===== src/rtl/seven_seg_scan_ctrl.sv =====
// ---------------------------------------------------------------------------
// seven_seg_scan_ctrl
//
// Time-multiplexed scan controller for a common-anode seven-segment display
// bank. Each digit gets a slot of SCAN_DIV clocks: BLANK_CYC clocks with every
// anode off (anti-ghosting while the segment bus settles), then the rest of
// the slot with that digit's anode on. Digit data is double-buffered: a load
// lands in a staging register and is promoted to the displayed (shadow) copy
// only at a frame boundary, so a frame never shows a mix of old and new data.
//
// Ports
//   clk, rst    : rising-edge clock, synchronous active-high reset
//   enable      : scanning runs while high; low parks the FSM in IDLE
//   load        : capture digits_in / dp_in / blank_in this cycle
//   digits_in   : nibble k = hex value of digit k
//   dp_in       : decimal point request per digit, 1 = lit
//   blank_in    : 1 = digit kept dark (e.g. leading zero)
//   digit_val   : value of the current digit, to the hex-to-segment decoder
//   digit_an    : active-low digit enables
//   dp_n        : active-low decimal point
//   frame_done  : one-cycle pulse in the first cycle of each new frame
//   state_dbg   : current FSM state (IDLE=0, BLANK=1, SHOW=2)
//
// All outputs are registers. They are computed from the next-state values in
// the same clock edge that updates the FSM, so an output always describes the
// state the FSM is in during that cycle.
// ---------------------------------------------------------------------------
module seven_seg_scan_ctrl #(
  parameter int NUM_DIGITS = 6,
  parameter int SCAN_DIV   = 50000,
  parameter int BLANK_CYC  = 1000
) (
  input  logic                    clk,
  input  logic                    rst,
  input  logic                    enable,
  input  logic                    load,
  input  logic [4*NUM_DIGITS-1:0] digits_in,
  input  logic [NUM_DIGITS-1:0]   dp_in,
  input  logic [NUM_DIGITS-1:0]   blank_in,
  output logic [3:0]              digit_val,
  output logic [NUM_DIGITS-1:0]   digit_an,
  output logic                    dp_n,
  output logic                    frame_done,
  output logic [1:0]              state_dbg
);

  localparam int CNT_W = (SCAN_DIV > 2) ? $clog2(SCAN_DIV) : 1;
  localparam int IDX_W = (NUM_DIGITS > 2) ? $clog2(NUM_DIGITS) : 1;

  localparam logic [CNT_W-1:0] CNT_LAST   = CNT_W'(SCAN_DIV - 1);
  localparam logic [CNT_W-1:0] BLANK_LAST = CNT_W'(BLANK_CYC - 1);
  localparam logic [IDX_W-1:0] IDX_LAST   = IDX_W'(NUM_DIGITS - 1);

  typedef enum logic [1:0] {
    IDLE  = 2'd0,
    BLANK = 2'd1,
    SHOW  = 2'd2
  } state_t;

  state_t                  state, state_nx;
  logic [IDX_W-1:0]        idx, idx_nx;
  // cnt runs 0..SCAN_DIV-1 across the whole slot; BLANK covers the first
  // BLANK_CYC counts and SHOW the remainder, so the slot length is fixed.
  logic [CNT_W-1:0]        cnt, cnt_nx;

  logic [4*NUM_DIGITS-1:0] shadow_digits, shadow_digits_nx;
  logic [NUM_DIGITS-1:0]   shadow_dp, shadow_dp_nx;
  logic [NUM_DIGITS-1:0]   shadow_blank, shadow_blank_nx;
  logic [4*NUM_DIGITS-1:0] stage_digits, stage_digits_nx;
  logic [NUM_DIGITS-1:0]   stage_dp, stage_dp_nx;
  logic [NUM_DIGITS-1:0]   stage_blank, stage_blank_nx;
  logic                    pending, pending_nx;

  logic                    boundary;

  logic [3:0]              sel_val;
  logic                    sel_dp;
  logic                    sel_blank;
  logic [NUM_DIGITS-1:0]   an_nx;
  logic                    dp_n_nx;
  logic [3:0]              val_nx;

  assign state_dbg = state;

  // Scan sequencing.
  always_comb begin
    state_nx = state;
    idx_nx   = idx;
    cnt_nx   = cnt;
    boundary = 1'b0;
    case (state)
      IDLE: begin
        if (enable) begin
          state_nx = BLANK;
          idx_nx   = '0;
          cnt_nx   = '0;
        end
      end
      BLANK, SHOW: begin
        if (!enable) begin
          state_nx = IDLE;
          idx_nx   = '0;
          cnt_nx   = '0;
        end else if (cnt == CNT_LAST) begin
          state_nx = BLANK;
          cnt_nx   = '0;
          if (idx == IDX_LAST) begin
            idx_nx   = '0;
            boundary = 1'b1;
          end else begin
            idx_nx = idx + IDX_W'(1);
          end
        end else begin
          cnt_nx = cnt + CNT_W'(1);
          if (state == BLANK && cnt == BLANK_LAST) begin
            state_nx = SHOW;
          end
        end
      end
      default: begin
        state_nx = IDLE;
        idx_nx   = '0;
        cnt_nx   = '0;
      end
    endcase
  end

  // Double-buffered display data. A load while idle or exactly on a frame
  // boundary goes straight to the displayed copy; any other load waits in
  // staging until the next boundary.
  always_comb begin
    shadow_digits_nx = shadow_digits;
    shadow_dp_nx     = shadow_dp;
    shadow_blank_nx  = shadow_blank;
    stage_digits_nx  = stage_digits;
    stage_dp_nx      = stage_dp;
    stage_blank_nx   = stage_blank;
    pending_nx       = pending;
    if (load) begin
      stage_digits_nx = digits_in;
      stage_dp_nx     = dp_in;
      stage_blank_nx  = blank_in;
    end
    if ((state == IDLE || boundary) && load) begin
      shadow_digits_nx = digits_in;
      shadow_dp_nx     = dp_in;
      shadow_blank_nx  = blank_in;
      pending_nx       = 1'b0;
    end else if (boundary && pending) begin
      shadow_digits_nx = stage_digits;
      shadow_dp_nx     = stage_dp;
      shadow_blank_nx  = stage_blank;
      pending_nx       = 1'b0;
    end else if (load) begin
      pending_nx = 1'b1;
    end
  end

  // Output decode from the next-cycle state and data.
  always_comb begin
    sel_val   = 4'd0;
    sel_dp    = 1'b0;
    sel_blank = 1'b0;
    for (int k = 0; k < NUM_DIGITS; k++) begin
      if (idx_nx == IDX_W'(k)) begin
        sel_val   = shadow_digits_nx[4*k +: 4];
        sel_dp    = shadow_dp_nx[k];
        sel_blank = shadow_blank_nx[k];
      end
    end

    an_nx   = '1;
    dp_n_nx = 1'b1;
    val_nx  = 4'd0;
    if (state_nx != IDLE) begin
      val_nx = sel_val;
    end
    if (state_nx == SHOW && !sel_blank) begin
      for (int k = 0; k < NUM_DIGITS; k++) begin
        if (idx_nx == IDX_W'(k)) begin
          an_nx[k] = 1'b0;
        end
      end
      dp_n_nx = ~sel_dp;
    end
  end

  always_ff @(posedge clk) begin
    if (rst) begin
      state         <= IDLE;
      idx           <= '0;
      cnt           <= '0;
      shadow_digits <= '0;
      shadow_dp     <= '0;
      shadow_blank  <= '0;
      stage_digits  <= '0;
      stage_dp      <= '0;
      stage_blank   <= '0;
      pending       <= 1'b0;
      digit_an      <= '1;
      digit_val     <= 4'd0;
      dp_n          <= 1'b1;
      frame_done    <= 1'b0;
    end else begin
      state         <= state_nx;
      idx           <= idx_nx;
      cnt           <= cnt_nx;
      shadow_digits <= shadow_digits_nx;
      shadow_dp     <= shadow_dp_nx;
      shadow_blank  <= shadow_blank_nx;
      stage_digits  <= stage_digits_nx;
      stage_dp      <= stage_dp_nx;
      stage_blank   <= stage_blank_nx;
      pending       <= pending_nx;
      digit_an      <= an_nx;
      digit_val     <= val_nx;
      dp_n          <= dp_n_nx;
      frame_done    <= boundary;
    end
  end

endmodule


===== config.mk =====
export PLATFORM = sky130hd
export DESIGN_NAME = seven_seg_scan_ctrl
export DESIGN_NICKNAME = d
export VERILOG_FILES = /design/src/rtl/seven_seg_scan_ctrl.sv
export SDC_FILE = /design/constraint.sdc
export NUM_CORES = 1
export LEC_CHECK = 0
export CAP_MARGIN = 5
export CORE_ASPECT_RATIO = 1.5
export CORE_UTILIZATION = 45
export DETAILED_ROUTE_END_ITERATION = 10
export DONT_BUFFER_PORTS = 1
export PLACE_DENSITY_LB_ADDON = 0.1
export REMOVE_ABC_BUFFERS = 1
export SLEW_MARGIN = 20
export SYNTH_ARGS = -nofsm -noshare
export SYNTH_HDL_FRONTEND = slang
export SYNTH_SLANG_ARGS = --single-unit

===== constraint.sdc =====
create_clock -name clk -period 4 [get_ports clk]
set_input_delay 0.8 -clock clk [delete_from_list [all_inputs] [get_ports clk]]
set_output_delay 0.8 -clock clk [all_outputs]
set_load 0.05 [all_outputs]

==> metrics.md <==
| Metric | Value |
|---|---|
| Min Tclk post-route | approximately 3.5 ns |
| Worst path required time | 4.21 ns |
| Worst-skew pair later-pin latency | 0.34 ns |
| CTS tree | done |
| Post-cts resize count | 0 |
| Die Ht | around 130 µm |
| Num CTS Buffers | 9 |
| WL/cell | 16.95 µm |
| Die X-Extent | 86.96 µm |
| F_max | between 200 and 300 MHz |
| Final worst slack | 0.4938 ns |
| Initial core utilization | 0.4626 |
| Commonest non-fill, non-tap cells in the layout | nor2_1 (109), dfxtp_1 (106), mux2i_1 (71), nand2_1 (31), a21oi_1 (23) |
| Final GP Congestion | 0.8418 |
| Cells after Synth | 518 |
| Most common cell after layout, fill and taps aside | nor2_1 |
| First-pass GRT wire length | about 18000 µm |
| Post-Route Skew | ~0.0067 ns |
| Ys flop type | dfxtp_1 |
| Worst Max-Slew Pin Slew | slightly below 0.8 ns |
| RSZ-0062 raised after global routing | no |
| Pin count of the biggest net entering global routing | 78 |
| Worst-path clk slew | about 0.07 ns |
| Clock root buffer | clkbuf_16 |
| Multi-input gate area | 2552 µm² |
| Fin crit share | 0.8766 |
| Routed WL | 11100 µm |
| Nature of the critical path startpoint | flop |
| Hold Path Class | flop to flop |
| Net count, final | between 500 and 600 |
| Post-Syn Area | 4872 µm² |
| Average size of a mapped cell | 9.406 µm² |
| Total GRT Usage | 0.2068 |
| CP arrival | 3.72 ns |
| Peak supply drop | ~0.00022 V |
| Number of synthesized flops with an enable pin | 0 |
| CP Class | flop to flop |
| Pre-Repair DR Iteration Count | 4 |
| I/O Pins | 54 |
| FP Rows | 46 |
| Critical path endpoint category | flop |
| Final Max Slew Viols | 0 |
| Max-Cap Viols | 0 |
| Clk buf depth | 2 |
| Initial antenna violation count | 0 |
| DRC | 0 |
| # Post-CTS Setup Buffers | 0 |
| Area Overhead vs Synth | 7.653% |
| N_diodes | 0 |
| Met2 WL post-DR | 5713 µm |
| Initial DRC Count | about 180 |
| Yosys reg bits | 106 |
| Netlist cell types | 64 |
| CP max FO | 12 |
| Via/cell ratio | about 5.4 |
| PD cells | 417.1 nW/µm² |
| Total leakage power | 1.976 nW |
| Grt ovf | 0 |
| Half-perimeter wire length after placement | ~7800 µm |
| Core outline area | 10530 µm² |
| Clock sink count | 106 |
| M1 wire length | 4685 µm |
| H-tree levels | 3 |
| Metal3 WL | 489 µm |
| Die ar. | about 11000 µm² |
| Highest routed metal layer | met4 |
| Hold Vio Cnt, Final | 0 |
| Pre-CTS setup slack | 0.4832 ns |
| Post-synth ARST share | 0 |
| Reg area | 2122 µm² |
| Synth warnings | 0 |
| Vias post-DR | 3546 |
| Post-CTS Hold Fix Bufs | 0 |
| Layout cells sized above 1 | 0.09393 |
| Tot Pwr | approximately 2.2 mW |
| Vias in the first global route | 3509 |
| Status | complete, no violations |
| Sequential-to-total area share from yosys stat | 0.4355 |
| Final setup viols | 0 |
| Max-slew headroom | 0.4821 |
| IO buf count | 0 |
| Filler cell count | 1017 |
| Antenna Nets Post-Route | 0 |
cells in the mapped netlist, types with 4 or more instances:
cell type  instances  area (µm²)
a211oi_1          10       75.07
o21ai_1            9       45.04
o21ai_0            6       30.03
buf_1              7       26.28
mux2i_1           71       710.7
nand2_1           31       116.4
nand3_1           13       65.06
inv_1              9       33.78
clkbuf_1          11       41.29
buf_6              4       45.04
nor2_1           109       409.1
nand4_1            4       25.02
buf_4              5       37.54
nor2b_1            5       31.28
dfxtp_1          106        2122
a21oi_1           23       115.1
mux2_2             7       78.83
a211o_1            4       35.03
ha_1               4       50.05
xor2_1            10       87.58
xnor2_1            4       35.03
final timing paths:
kind            from      to  slack [ns]  depth (start not counted)
max          cnt[11]    dp_n        0.49                          8
min           cnt[1]  cnt[1]        0.48                          2
max reg2reg  cnt[11]    dp_n        0.49                          8
min reg2reg   cnt[1]  cnt[1]        0.48                          2
final cells by class:
cell class | count | area share
Clock inverter | 2 | 0.003340
Timing Repair Buffer | 7 | 0.01240
Sequential cell | 106 | 0.4046
Multi-Input combinational cell | 373 | 0.4866
Tap cell | 144 | 0.03435
Clock buffer | 14 | 0.05224
Inverter | 9 | 0.006441
worst max-delay path, stage by stage (launching register included):
cell	delay (ns)
dfxtp_1	0.35
or4b_4	0.57
nor4_4	0.65
and4_2	0.50
mux2_2	0.37
mux2i_1	0.28
o32ai_4	0.12
nor4b_4	0.38
o221ai_2	0.15
power breakdown:
part | total (mW) | switching, mW | internal (mW)
Sequential | 1.14 | 0.0311 | 1.11
Combinational | 0.188 | 0.106 | 0.0822
Clock | 0.860 | 0.381 | 0.479
logic make-up after synthesis:
logic type,Yosys count,synth area share
simple gates,194,0.1918
flops,106,0.4355
compound gates,81,0.1269
mux,80,0.1695
buf+inv,39,0.04083
xor+xnor,14,0.02517
fa+ha+maj,4,0.01027
flip-flops by register name, summed over array words and instances, names as in the netlist:
| name | flops |
|---|---|
| shadow_dp | 6 |
| stage_dp | 6 |
| shadow_blank | 6 |
| state_dbg | 2 |
| digit_val | 4 |
| dp_n | 1 |
| stage_digits | 24 |
| cnt | 16 |
| digit_an | 6 |
| idx | 3 |
| pending | 1 |
| stage_blank | 6 |
| shadow_digits | 24 |
| frame_done | 1 |
metal layers:
layer	global-route usage	vias to the layer above
met5	0	-
met4	0.07647	0
met3	0.04395	13
met2	0.3710	56
met1	0.2384	1681
li1	-	1796
stage by stage:
stage                     hold slack [ns]  std cells  TNS (ns)  utilization  instance area [µm²]
after detailed placement           0.4653        639         0       0.4703                 4954
after global routing               0.5026        655         0       0.4980                 5245
final                              0.4802        655         0       0.4980                 5245
after floorplan                    0.4445        488   -0.6690            -                 4707
after global placement             0.4581        639         0       0.4703                 4954
after CTS                          0.4757        655         0       0.4980                 5245
No activity file was read; power rests on OpenSTA's default activity.
